--- config.mk ---
export PLATFORM = sky130hd
export DESIGN_NAME = sws_debounce_flat
export DESIGN_NICKNAME = d
export VERILOG_FILES = /design/src/rtl/sws_debounce_if.sv /design/src/rtl/sws_debounce.sv /design/src/flat_wrapper.sv
export SDC_FILE = /design/constraint.sdc
export NUM_CORES = 1
export LEC_CHECK = 0
export ABC_AREA = 0
export ABC_CLOCK_PERIOD_IN_PS = 3020
export BUFFER_PORTS_ARGS = -buffer_cell sky130_fd_sc_hd__buf_2
export CAP_MARGIN = 20
export CORE_MARGIN = 5
export CORE_UTILIZATION = 45
export DETAILED_ROUTE_END_ITERATION = 8
export GPL_ROUTABILITY_DRIVEN = 1
export PLACE_DENSITY = 0.63
export SLEW_MARGIN = 10
export SYNTH_ARGS = -nofsm -noshare
export SYNTH_HDL_FRONTEND = slang
export SYNTH_SLANG_ARGS = --single-unit
--- constraint.sdc ---
create_clock -name clk_in -period 3.02 [get_ports clk_in]
set_clock_uncertainty 0.05 [all_clocks]
set_input_delay 0.302 -clock clk_in [delete_from_list [all_inputs] [get_ports clk_in]]
set_output_delay 0.302 -clock clk_in [all_outputs]
set_load 0.02 [all_outputs]
--- src/rtl/sws_debounce_if.sv ---
// Switch-conditioner bus: raw inputs and sample qualifier in, clean level and edge pulses out.
interface sws_debounce_if #(
    parameter int unsigned WIDTH = 2
);
    logic [WIDTH-1:0] sw_in;
    logic             sample_en;
    logic [WIDTH-1:0] sw_out;
    logic [WIDTH-1:0] rise;
    logic [WIDTH-1:0] fall;
    logic             changed;

    // Producer of raw switch bits / consumer of debounced results.
    modport master (
        output sw_in,
        output sample_en,
        input  sw_out,
        input  rise,
        input  fall,
        input  changed
    );

    // The debouncer itself.
    modport slave (
        input  sw_in,
        input  sample_en,
        output sw_out,
        output rise,
        output fall,
        output changed
    );
endinterface

--- src/rtl/sws_debounce.sv ---
// Slide-switch conditioner: per-channel synchroniser plus debounce FSM.
// Outputs are a registered debounced level and one-cycle rise/fall pulses,
// plus a registered "any channel changed" flag. The interface instance must
// be built with the same WIDTH as this module.
module sws_debounce #(
    parameter int unsigned     WIDTH         = 2,
    parameter int unsigned     SYNC_STAGES   = 2,
    parameter int unsigned     STABLE_CYCLES = 4,
    parameter logic [WIDTH-1:0] INIT         = '0
) (
    input  logic          clk_in,
    input  logic          reset_n,
    sws_debounce_if.slave bus
);

    localparam int unsigned     CW       = $clog2(STABLE_CYCLES + 1);
    localparam logic [CW-1:0]   CNT_LAST = CW'(STABLE_CYCLES - 1);

    typedef enum logic [1:0] {
        LOW,
        ARM_HIGH,
        HIGH,
        ARM_LOW
    } state_t;

    logic [WIDTH-1:0] lvl_vec;
    logic [WIDTH-1:0] rise_vec;
    logic [WIDTH-1:0] fall_vec;
    logic [WIDTH-1:0] rise_nxt_vec;
    logic [WIDTH-1:0] fall_nxt_vec;
    logic             changed_q;

    for (genvar g = 0; g < WIDTH; g++) begin : g_ch
        logic [SYNC_STAGES-1:0] sync;
        logic                   s;
        state_t                 state;
        state_t                 state_nxt;
        logic [CW-1:0]          cnt;
        logic [CW-1:0]          cnt_nxt;
        logic                   lvl;
        logic                   lvl_nxt;
        logic                   rise_q;
        logic                   fall_q;
        logic                   rise_nxt;
        logic                   fall_nxt;

        assign s = sync[SYNC_STAGES-1];

        // Metastability chain; shifts every cycle regardless of sample_en.
        always_ff @(posedge clk_in) begin
            if (!reset_n) begin
                sync <= {SYNC_STAGES{INIT[g]}};
            end else begin
                sync <= {sync[SYNC_STAGES-2:0], bus.sw_in[g]};
            end
        end

        // Debounce state, qualification counter, level and pulse registers.
        always_ff @(posedge clk_in) begin
            if (!reset_n) begin
                state  <= INIT[g] ? HIGH : LOW;
                cnt    <= '0;
                lvl    <= INIT[g];
                rise_q <= 1'b0;
                fall_q <= 1'b0;
            end else begin
                state  <= state_nxt;
                cnt    <= cnt_nxt;
                lvl    <= lvl_nxt;
                rise_q <= rise_nxt;
                fall_q <= fall_nxt;
            end
        end

        // Next-state logic; only qualified samples advance the FSM.
        always_comb begin
            state_nxt = state;
            cnt_nxt   = cnt;
            lvl_nxt   = lvl;
            rise_nxt  = 1'b0;
            fall_nxt  = 1'b0;
            if (bus.sample_en) begin
                unique case (state)
                    LOW: begin
                        if (s) begin
                            if (STABLE_CYCLES == 1) begin
                                state_nxt = HIGH;
                                lvl_nxt   = 1'b1;
                                rise_nxt  = 1'b1;
                            end else begin
                                state_nxt = ARM_HIGH;
                                cnt_nxt   = CW'(1);
                            end
                        end
                    end
                    ARM_HIGH: begin
                        if (!s) begin
                            state_nxt = LOW;
                            cnt_nxt   = '0;
                        end else if (cnt == CNT_LAST) begin
                            state_nxt = HIGH;
                            cnt_nxt   = '0;
                            lvl_nxt   = 1'b1;
                            rise_nxt  = 1'b1;
                        end else begin
                            cnt_nxt = cnt + 1'b1;
                        end
                    end
                    HIGH: begin
                        if (!s) begin
                            if (STABLE_CYCLES == 1) begin
                                state_nxt = LOW;
                                lvl_nxt   = 1'b0;
                                fall_nxt  = 1'b1;
                            end else begin
                                state_nxt = ARM_LOW;
                                cnt_nxt   = CW'(1);
                            end
                        end
                    end
                    ARM_LOW: begin
                        if (s) begin
                            state_nxt = HIGH;
                            cnt_nxt   = '0;
                        end else if (cnt == CNT_LAST) begin
                            state_nxt = LOW;
                            cnt_nxt   = '0;
                            lvl_nxt   = 1'b0;
                            fall_nxt  = 1'b1;
                        end else begin
                            cnt_nxt = cnt + 1'b1;
                        end
                    end
                endcase
            end
        end

        assign lvl_vec[g]      = lvl;
        assign rise_vec[g]     = rise_q;
        assign fall_vec[g]     = fall_q;
        assign rise_nxt_vec[g] = rise_nxt;
        assign fall_nxt_vec[g] = fall_nxt;
    end

    // Aggregate change flag, registered alongside the per-channel pulses.
    always_ff @(posedge clk_in) begin
        if (!reset_n) begin
            changed_q <= 1'b0;
        end else begin
            changed_q <= |(rise_nxt_vec | fall_nxt_vec);
        end
    end

    assign bus.sw_out  = lvl_vec;
    assign bus.rise    = rise_vec;
    assign bus.fall    = fall_vec;
    assign bus.changed = changed_q;

endmodule

--- src/flat_wrapper.sv ---
// flat-port wrapper written by rule: the top's interface ports become plain ports
module sws_debounce_flat 
#(
    parameter int unsigned     WIDTH         = 2,
    parameter int unsigned     SYNC_STAGES   = 2,
    parameter int unsigned     STABLE_CYCLES = 4,
    parameter logic [WIDTH-1:0] INIT         = '0
)
  (clk_in, reset_n, bus_sw_in, bus_sample_en, bus_sw_out, bus_rise, bus_fall, bus_changed);
  sws_debounce_if #(.WIDTH(WIDTH)) bus_i ();
  input  logic clk_in;
  input  logic reset_n;
  input wire logic [$bits(bus_i.sw_in)-1:0] bus_sw_in;
  input wire logic [$bits(bus_i.sample_en)-1:0] bus_sample_en;
  output wire logic [$bits(bus_i.sw_out)-1:0] bus_sw_out;
  output wire logic [$bits(bus_i.rise)-1:0] bus_rise;
  output wire logic [$bits(bus_i.fall)-1:0] bus_fall;
  output wire logic [$bits(bus_i.changed)-1:0] bus_changed;
  assign bus_i.sw_in = bus_sw_in;
  assign bus_i.sample_en = bus_sample_en;
  assign bus_sw_out = bus_i.sw_out;
  assign bus_rise = bus_i.rise;
  assign bus_fall = bus_i.fall;
  assign bus_changed = bus_i.changed;
  sws_debounce #(.WIDTH(WIDTH), .SYNC_STAGES(SYNC_STAGES), .STABLE_CYCLES(STABLE_CYCLES), .INIT(INIT)) u_core (.clk_in(clk_in), .reset_n(reset_n), .bus(bus_i));
endmodule
# == Word level (Yosys, flattened, before mapping) ==
# Cells that the tools add are included.
# classes
mux,50
bitwise_logic,1
multipliers,0
magnitude_cmp,0
shifts,0
div_mod_pow,0
addsub,2
n_eq_ne,24
reduce_logical,11
# op_table
op,count
3-bit 2-to-1 mux,10
2-bit 2-to-1 mux,12
3-bit case mux with 4 select lines,2
1-bit 2-to-1 mux,22
"2-bit by 1-bit inequality test with 1-bit output, second input constant",8
2-bit case mux with 4 select lines,2
6-bit AND reduction,2
5-bit AND reduction,2
"2-bit equality test, second input constant",4
"2-bit inequality test, second input constant",4
"3-bit by 1-bit adder with 3-bit output, second input constant",2
"3-bit by 2-bit equality test with 1-bit output, second input constant",2
"3-bit by 1-bit inequality test with 1-bit output, second input constant",2
"3-bit inequality test, second input constant",2
3-bit AND reduction,2
"2-bit by 1-bit equality test with 1-bit output, second input constant",2
2-bit logical NOT,2
1-bit case mux with 2 select lines,2
2-bit nonzero test,2
2-bit OR,1
2-bit OR reduction,1
# totals
ram_bits,0
elab_cells,101
rom_bits,0
ff_bits,21
n_memories,0
inputBits,5
latchBits,0
output_inout_bits,7

# == Depth between registers and ports, before layout ==
# Gate-level depths: netlist of the first run.
# depth
ltp_word,7
depth_mapped,4
ltp_nobuf,4

# == Worst setup path after synthesis of the first run ==
# No wires, ideal clock.
# synth_path
kind,register -> register
from,register u_core.g_ch[1].cnt[0]
to,register u_core.g_ch[1].rise_q
required_ns,2.890
path_buffers,0
setup_ns,0.080
arrival_ns,1.077
synth_period_minus_slack_ns,1.206
path_slack_ns,1.814
stages_incl_launch_ff,5
cell_sequence,dfxtp_1 ha_1 nand4b_1 or2_1 nor3b_1
# synth_via
elab_chain_cells,5
# synth_rtl
item,line_no,rtl
"start, declared",sws_debounce.sv:38,logic [CW-1:0] cnt;
"start signal, assigned",sws_debounce.sv:68,cnt <= cnt_nxt;
3-bit by 2-bit equality test with 1-bit output,sws_debounce.sv:100,end else if (cnt == CNT_LAST) begin
1-bit 2-to-1 mux,sws_debounce.sv:100,
1-bit 2-to-1 mux,sws_debounce.sv:97,if (!s) begin
1-bit 2-to-1 mux,sws_debounce.sv:83,unique case (state)
1-bit 2-to-1 mux,sws_debounce.sv:82,if (bus.sample_en) begin
"end signal, assigned",sws_debounce.sv:70,rise_q <= rise_nxt;
"end, declared",sws_debounce.sv:42,logic rise_q;
# Every way passes these cells.
# A chain may end at the register's enable or synchronous reset.

# == Worst setup path after layout of the first run ==
# Same ends and word-level chain as after synthesis.

==> impl_metrics.json, run 1 <==
{
  "status": "complete, no violations",
  "syn_area_um2": 957,
  "reg2reg_depth": 4,
  "synth_cell_types": 36,
  "grt_max_degree": 18,
  "fin_crit_sh_pct": 44.6,
  "n_antenna_cell": 0,
  "pre_cts_ws_ns": 1.68,
  "antenna_left": 0,
  "synth_seq_cells": 21,
  "clkSinkCount": 21,
  "post-synth-top-area-cell": "dfxtp_1",
  "io_buffers": 11,
  "fin_ws_ns": 1.67,
  "area_delta_synth_final_pct": 4.97,
  "drt-initial-drc-count": 6,
  "crit_path_start_kind": "register",
  "die_h_um": 56.1,
  "clockBufferDepth": 2,
  "synth_edf_count": 0,
  "dp.final_hpwl_mm": 1.03,
  "synth_xor_area_share_pct": 3.53,
  "synth_top_area_share_pct": 43.9,
  "num_rows": 16,
  "vias": 660,
  "clock_latency_ns": 0.30,
  "critPathCaptureType": "register",
  "synth.mux.area_fraction_pct": 3.14,
  "p_per_area_nw_per_um2": 449,
  "synthFlopType": "dfxtp_1",
  "setup_violations": 0,
  "synth_compound_area_share_pct": 12.3,
  "crit_slowest_cell": "dfxtp_1",
  "grt_pass1_wl_mm": 2.59,
  "worstPathMaxFanout": 5,
  "netlist_instances": 101,
  "cts_buffers": 3,
  "maxSlewViolCount": 0,
  "cts_resized": 0,
  "fin_area_um2": 1000,
  "nFillCells": 200,
  "antenna_found_initial": 0,
  "crit_path_cell_trace": "ha_1 > nand4b_1 > or2_1 > nor3b_1",
  "yosys-top-cells-area": "dfxtp_1 44%, buf_4 4.7%, nand3b_1 4.7%",
  "fin_setup_tns_ns": 0,
  "cts_max_level": 1,
  "dr.pass1.iters": 4,
  "slew_headroom_pct": 75.1,
  "drc": 0,
  "place_area_um2": 978,
  "crit_path_start": "u_core.g_ch[1].cnt[0]",
  "finalHoldViolCount": 0,
  "cts_setup_buffers": 0,
  "synth_top_family_by_area": "simple AND/OR/NAND/NOR gates",
  "fmax_mhz": 742,
  "grt_overflow": 0,
  "ir_drop_uv": 209,
  "synth_area_per_cell_um2": 9.48,
  "post_drt_wl_per_cell_um": 11.0,
  "fin_hold_ws_ns": 0.154,
  "r2r-start": "u_core.g_ch[1].cnt[0]",
  "path_class": "register to register",
  "synth.yosys.seq_area_share_pct": 43.9,
  "cts_root_buf": "clkbuf_4",
  "layout-drive-gt1-share_pct": 17.1,
  "viasPerCell": 5.00,
  "period_minus_slack_ns": 1.35,
  "layout.nets": 113,
  "rsz0062_at_grt": "false",
  "endpoint": "u_core.g_ch[1].rise_q",
  "cts_tree": "done",
  "core_um2": 2000,
  "synth_fa_ha_area_share_pct": 2.61,
  "ys_warn_count": 0,
  "hp-class": "input pin to register",
  "io_pins": 12,
  "synthSimpleGateAreaFrac_pct": 26.3,
  "critPathMaxStageDelay_ns": 0.37,
  "worstPathRequired_ns": 3.19,
  "path_clk_slew_ns": 0.12,
  "leakage_nw": 0.426,
  "maxCapViolCount": 0,
  "grt_pass1_vias": 610,
  "place.gp.congestion": 0.695,
  "holdPathStages": 2,
  "reg2reg_setup_slack_ns": 1.67,
  "async_reset_ff_share_pct": 0,
  "grt_usage_pct": 10.1,
  "die_area_um2": 3150,
  "tightest_slew_ns": 0.370,
  "syn_nets": 108,
  "die_width_um": 56.1,
  "cts_hold_buf": 0,
  "r2r_end": "u_core.g_ch[1].rise_q",
  "cp_data_arrival_time_ns": 1.52,
  "wirelength_mm": 1.46,
  "start_util_pct": 47.8
}
## cell usage after synthesis, drive strengths merged (4+ instances only)
master / n
nand2: 4
o21ai: 4
buf: 9
dfxtp: 21
a21oi: 4
nor3b: 4
and2: 4
nor2: 5
nand3b: 6
## layer usage
layer  up-vias  share of wire (%)  GRT usage, %
met5         -                  0             0
met4         0               0.48          5.08
met3         2                4.7          3.02
met2         9                 42          14.4
met1       299                 53          13.7
li1        350                  -             -
## report_power, final
| group | leakage (nW) | switching (mW) | internal (mW) |
|---|---|---|---|
| sequential | 0.171 | 0.00589 | 0.284 |
| clock | 0.0150 | 0.0807 | 0.0513 |
| combinational | 0.240 | 0.0171 | 0.0121 |
| total | 0.426 | 0.104 | 0.347 |
## registers in the layout, indices dropped and copies added (netlist names), named ones only
signal / cells
u_core.g_ch.cnt: 6
u_core.g_ch.state: 2
u_core.g_ch.rise_q: 2
u_core.g_ch.lvl: 2
u_core.g_ch.fall_q: 2
u_core.g_ch.sync: 4
u_core.bus.changed: 1
## metrics by stage
stage	util, %	total power, mW	cells
after floorplan	-	0.320	101
after global placement	48.9	0.325	128
after detailed placement	48.9	0.325	128
after CTS	50.2	0.461	132
after global routing	50.2	0.475	132
final	50.2	0.451	132
## cells by family after synthesis
family / after synthesis
and+or+nand+nor: 41
xor gates and xnor gates: 3
muxes: 3
AOI/OAI and AO/OA: 17
buffers and inverters: 14
DFF: 21
adders and majority gates: 2
## cell type report
cell class / instances / area, µm² / area share (%)
multi-input combinational: 66 / 458 / 45.6
clock buffer: 4 / 26.3 / 2.62
tap: 27 / 33.8 / 3.36
sequential: 21 / 420 / 41.8
timing repair buffer: 11 / 55.1 / 5.48
inverter: 3 / 11.3 / 1.12
## placed cells by master (no fill, tap or decap), types with 2 or more instances in the layout
cell / instances
dfxtp_1: 21
buf_2: 11
nand3b_1: 6
nor2_1: 5
a21oi_1: 4
nor3b_1: 4
nand2_1: 4
and2_1: 4
inv_1: 3
o21ai_0: 3
mux2i_1: 3
nor3_1: 3
nand3_1: 3
clkbuf_4: 3
nand4b_1: 2
or2_1: 2
nor2b_1: 2
nand2b_1: 2
o21a_1: 2
ha_1: 2
## worst max-delay path, delay by kind of cell (launching register included)
family | cells | cell delay, ns
DFF | 1 | 0.37
adders and majority gates | 1 | 0.19
and+or+nand+nor | 3 | 0.67
## worst min-delay path by stage
stage	from	end	slack, ns
5_1_grt	bus_sw_in[0]	u_core.g_ch[0].sync[0]	0.13
6_report	bus_sw_in[0]	u_core.g_ch[0].sync[0]	0.15
3_3_place_gp	u_core.g_ch[0].sync[0]	u_core.g_ch[0].sync[1]	0.36
3_5_place_dp	u_core.g_ch[1].sync[0]	u_core.g_ch[1].sync[1]	0.38
4_1_cts	bus_sw_in[1]	u_core.g_ch[1].sync[0]	0.15
2_1_floorplan	u_core.g_ch[0].sync[0]	u_core.g_ch[0].sync[1]	0.36
Note: power is estimated with default switching activity, not from simulation.
==> run 2, diff against run 1 <==
- ABC_AREA: 0 -> 1
- ABC_CLOCK_PERIOD_IN_PS: 3020 -> 1100
- PLACE_DENSITY: 0.63 -> 0.66
- clock period: 3.02 -> 1.1 ns (I/O delays scaled with it)
==> impl_metrics.json, run 2 <==
{
  "synth_cell_types": 21,
  "synth.mux.area_fraction_pct": 0,
  "r2r-start": "u_core.g_ch[1].cnt[0]",
  "cts_root_buf": "clkbuf_4",
  "yosys-top-cells-area": "dfxtp_1 46%, nand2_1 13%, inv_1 8.5%",
  "synth.most_common_cell": "nand2_1",
  "core_um2": 1960,
  "maxCapViolCount": 0,
  "vias": 774,
  "antenna_left": 0,
  "mostFrequentLayoutCell": "nand2_1",
  "grt_pass1_vias": 704,
  "leakage_nw": 0.550,
  "reg.largest.list": "u_core.g_ch.cnt x6, u_core.g_ch.sync x4",
  "largest-register": "u_core.g_ch.cnt",
  "largest_reg_flops": 6,
  "maxSlewViolCount": 0,
  "p_int_mw": 0.967,
  "ir_drop_uv": 593,
  "synth.yosys.seq_area_share_pct": 45.6,
  "cts_buffers": 3,
  "area_delta_synth_final_pct": 26.1,
  "place_area_um2": 1010,
  "instances_no_fill": 169,
  "fmax_mhz": 950,
  "place.gp.congestion": 0.855,
  "final_cell_mix": "23 x nand2_1, 19 x inv_1, 13 x dfxtp_1",
  "clockBufferDepth": 2,
  "dr.pass1.iters": 4,
  "viasPerCell": 4.58,
  "path_clk_slew_ns": 0.12,
  "fin_crit_sh_pct": 95.7,
  "pre_cts_ws_ns": -0.0337,
  "finalHoldViolCount": 0,
  "crit_path_start": "u_core.g_ch[1].cnt[0]",
  "fin_ws_ns": 0.0477,
  "synth_compound_area_share_pct": 8.28,
  "synth_xor_area_share_pct": 0,
  "tightest_slew_ns": 0.245,
  "layout.nets": 150,
  "num_rows": 16,
  "switching_share_pct": 25.5,
  "grt_overflow": 0,
  "post_drt_wl_per_cell_um": 10.6,
  "layout-drive-gt1-share_pct": 39.4,
  "grt_max_degree": 13,
  "io_buffers": 11,
  "cts_max_level": 1,
  "cts_tree": "done",
  "dp.final_hpwl_mm": 1.19,
  "ys_warn_count": 0,
  "post-synth-top-area-cell": "dfxtp_1",
  "worstPathMaxFanout": 5,
  "clkSinkCount": 21,
  "synthFlopType": "dfxtp_1",
  "antenna_found_initial": 0,
  "dp_cells": 162,
  "async_reset_ff_share_pct": 0,
  "start_util_pct": 47.0,
  "seq_power_share_pct": 61.0,
  "path_class": "register to register",
  "synth_fa_ha_area_share_pct": 2.71,
  "wirelength_mm": 1.79,
  "grt_usage_pct": 11.4,
  "cp_data_arrival_time_ns": 1.22,
  "p_per_area_nw_per_um2": 1120,
  "power_frac_clock_pct": 29.3,
  "fin_area_um2": 1160,
  "grt_pass1_wl_mm": 2.83,
  "synth_edf_count": 0,
  "setup_violations": 0,
  "io_pins": 12,
  "slew_headroom_pct": 83.5,
  "n_antenna_cell": 0,
  "critPathCaptureType": "register",
  "worstPathRequired_ns": 1.27,
  "pwr-share-comb_pct": 9.6,
  "netlist_instances": 124,
  "crit_path_start_kind": "register",
  "synth_seq_cells": 21,
  "drc": 0,
  "syn_area_um2": 922,
  "synth_area_per_cell_um2": 7.44,
  "synthSimpleGateAreaFrac_pct": 29.0,
  "syn_nets": 131,
  "die_area_um2": 3050,
  "status": "complete, no violations",
  "hp-class": "input pin to register",
  "die_width_um": 55.3,
  "synth_top_area_share_pct": 45.6,
  "synth_top_family_by_area": "simple AND/OR/NAND/NOR gates",
  "period_minus_slack_ns": 1.05,
  "nFillCells": 189,
  "drt-initial-drc-count": 12,
  "p_switching_mw": 0.331,
  "clock_latency_ns": 0.31,
  "hp-start": "reset_n",
  "synth_commonest_cells": "32 x nand2_1, 21 x dfxtp_1, 21 x inv_1",
  "die_h_um": 55.3
}
run 2: changes by cell type after synthesis, sizes merged, moves of 4 or more:
cell	delta
nand2	+32
inv	+19
nor2	+7
a21oi	+6
nand3b	-5
and2	-4
nor3b	-4
run 2: through the flow:
stage / TNS (ns) / total power [mW] / hold WS, ns / util [%]
after detailed placement: -0.0667 / 0.909 / 0.244 / 51.7
final: 0 / 1.30 / 0.0475 / 59.2
after global placement: -0.00304 / 0.908 / 0.241 / 51.7
after CTS: 0 / 1.30 / 0.0413 / 55.4
after floorplan: 0 / 0.868 / 0.158 / -
after global routing: -0.0730 / 1.37 / 0.0432 / 59.2
run 2: kinds of logic (layout without fill, tap and decap cells):
logic type / count (synthesis) / after routing
compound gates: 13 / 13
buf+inv: 29 / 47
simple gates: 59 / 59
fa+ha+maj: 2 / 2
flops: 21 / 21
run 2: final timing paths:
check                                end  slack, ns  cells past startpoint
setup reg to reg      u_core.g_ch[1].lvl       0.05                      6
hold / removal     u_core.g_ch[0].cnt[1]       0.05                      3
hold reg to reg   u_core.g_ch[1].sync[1]       0.37                      2
setup / recovery      u_core.g_ch[1].lvl       0.05                      6
run 2: power groups by stage:
stage	Clock (mW)	Sequential, mW	Combinational, mW
after floorplan	0	0.805	0.0623
after global placement	0	0.804	0.104
after detailed placement	0	0.805	0.104
after CTS	0.395	0.789	0.113
after global routing	0.428	0.795	0.143
final	0.381	0.792	0.125
run 2: layout make-up:
type / instances / area (µm²) / share of cell area [%]
well taps: 27 / 33.8 / 2.91
flip-flops and latches: 21 / 433 / 37.2
multi-input cells: 74 / 450 / 38.8
inverters: 22 / 82.6 / 7.10
repair buffers: 21 / 135 / 11.6
clock inverters: 1 / 5.00 / 0.431
clock buffers: 3 / 22.5 / 1.94
run 2: worst max-delay path: stages (launching register included):
cell and delay, ns:
dfxtp_2 0.38, ha_4 0.15, nand2_4 0.07, nor2_2 0.12
o21ai_1 0.08, nand2_1 0.07, a21oi_1 0.05
run 2: timing repair:
action                                 in CTS  in global routing
setup endpoints to repair                   6                 12
endpoints found under the hold margin       2                  0
gates resized for setup                     9                 22
buffers inserted                            0                  1
pin swaps                                   3                 12
hold buffers                                2                  0
run 2: per-layer routing:
layer | track usage, % | vias to the layer above | routed length (µm) | part of all wire (%)
li1 | - | 415 | - | -
met1 | 13.2 | 334 | 799 | 45
met2 | 18.6 | 18 | 861 | 48
met3 | 2.80 | 7 | 83 | 4.6
met4 | 7.29 | 0 | 48 | 2.7
met5 | 0 | - | 0 | 0
==> run 3, diff against run 2 <==
- PLACE_DENSITY: 0.66 -> 0.77
- SLEW_MARGIN: 10 -> unset
==> impl_metrics.json, run 3 (synthesis gave the netlist of run 2 again) <==
{
  "path_clk_slew_ns": 0.12,
  "clkSinkCount": 21,
  "antenna_found_initial": 0,
  "final_cell_mix": "22 x nand2_1, 20 x inv_1, 13 x dfxtp_1",
  "wirelength_mm": 1.72,
  "antenna_left": 0,
  "status": "complete, no violations",
  "crit_path_start_kind": "register",
  "fin_hold_ws_ns": 0.0623,
  "vias": 783,
  "fin_ws_ns": 0.0203,
  "dr.pass1.iters": 3,
  "grt_overflow": 0,
  "grt_pass1_wl_mm": 2.77,
  "cts_max_level": 1,
  "post_drt_wl_per_cell_um": 10.2,
  "grt_usage_pct": 11.5,
  "die_area_um2": 3050,
  "die_width_um": 55.3,
  "setup_violations": 0,
  "n_antenna_cell": 0,
  "tightest_slew_ns": 0.226,
  "hp-class": "input pin to register",
  "viasPerCell": 4.66,
  "area_delta_synth_final_pct": 26.2,
  "critPathCaptureType": "register",
  "worstPathMaxFanout": 4,
  "drc": 0,
  "nFillCells": 178,
  "p_per_area_nw_per_um2": 1110,
  "cts_root_buf": "clkbuf_4",
  "path_class": "register to register",
  "start_util_pct": 47.0,
  "fin_crit_sh_pct": 98.2,
  "drt-initial-drc-count": 7,
  "worstPathRequired_ns": 1.26,
  "period_minus_slack_ns": 1.08,
  "fmax_mhz": 926,
  "largest-register": "u_core.g_ch.cnt",
  "reg.largest.list": "u_core.g_ch.cnt x6, u_core.g_ch.sync x4",
  "place.gp.congestion": 0.845,
  "io_buffers": 11,
  "clock_latency_ns": 0.31,
  "cts_buffers": 3,
  "dp.final_hpwl_mm": 1.12,
  "place_area_um2": 998,
  "clockBufferDepth": 2,
  "slew_headroom_pct": 84.8,
  "maxSlewViolCount": 0,
  "cts_tree": "done",
  "layout-drive-gt1-share_pct": 41.8,
  "die_h_um": 55.3,
  "grt_pass1_vias": 682,
  "largest_reg_flops": 6,
  "ir_drop_uv": 676,
  "finalHoldViolCount": 0,
  "pre_cts_ws_ns": -0.0297,
  "core_um2": 1960,
  "cp_data_arrival_time_ns": 1.24,
  "maxCapViolCount": 0,
  "fin_area_um2": 1160,
  "num_rows": 16,
  "layout.nets": 149,
  "fin_setup_tns_ns": 0,
  "io_pins": 12,
  "rsz0062_at_grt": "true",
  "leakage_nw": 0.536,
  "p_total_mw": 1.29,
  "mostFrequentLayoutCell": "nand2_1",
  "grt_max_degree": 13
}
==> run 3: cell types whose count changed in the layout (fill, tap and decap cells not counted), sizes merged <==
cell / before / now
buf: 19 / 18
==> run 3: through the flow <==
| step | std cells | utilization, % |
|---|---|---|
| detailed placement | 160 | 50.9 |
| global placement | 160 | 50.9 |
| CTS | 166 | 54.4 |
| floorplan | 124 | - |
| finish | 168 | 59.3 |
| global route | 168 | 59.3 |
==> run 3: cell type report <==
cell class	count	area (µm²)	area share, %
clock buffers	3	22.5	1.94
clock inverters	1	5.00	0.430
inverters	22	82.6	7.10
multi-input cells	74	459	39.5
flip-flops and latches	21	433	37.2
well taps	27	33.8	2.90
repair buffers	20	128	11.0
==> run 3: metal layers <==
layer  GRT usage (%)  share of wire, %  up-vias
met1            13.4                43      353
met2            17.4                48       15
met5               0                 0        -
met3            2.33               4.1        5
met4            10.4               4.0        0
li1                -                 -      410
==> run 3: final timing paths <==
path / startpoint / to / slack, ns / cells past startpoint
max: u_core.g_ch[0].cnt[0] / u_core.g_ch[0].lvl / 0.02 / 6
min: reset_n / u_core.bus.changed / 0.06 / 3
max reg2reg: u_core.g_ch[0].cnt[0] / u_core.g_ch[0].lvl / 0.02 / 6
min reg2reg: u_core.g_ch[1].sync[0] / u_core.g_ch[1].sync[1] / 0.37 / 2
==> run 3: critical path, cell delays in order, from the launching register on <==
cell and delay (ns):
dfxtp_2 0.37, ha_4 0.15, nand2_4 0.06, nor2_4 0.14, nand2_2 0.09, nand2_2 0.06
a21oi_2 0.05
==> run 3: power by group <==
| group | switching (mW) | total (mW) | internal (mW) |
|---|---|---|---|
| logic | 0.0700 | 0.121 | 0.0507 |
| clock network | 0.239 | 0.375 | 0.136 |
| registers | 0.0143 | 0.793 | 0.778 |
==> run 3: timing repair <==
action                     in CTS  in global routing
hold buffers                    2                  0
setup endpoints to repair       7                 14
gates resized for setup         7                 27
hold endpoints to repair        2                  0
pin swaps                       1                  6
buffers inserted                0                  2
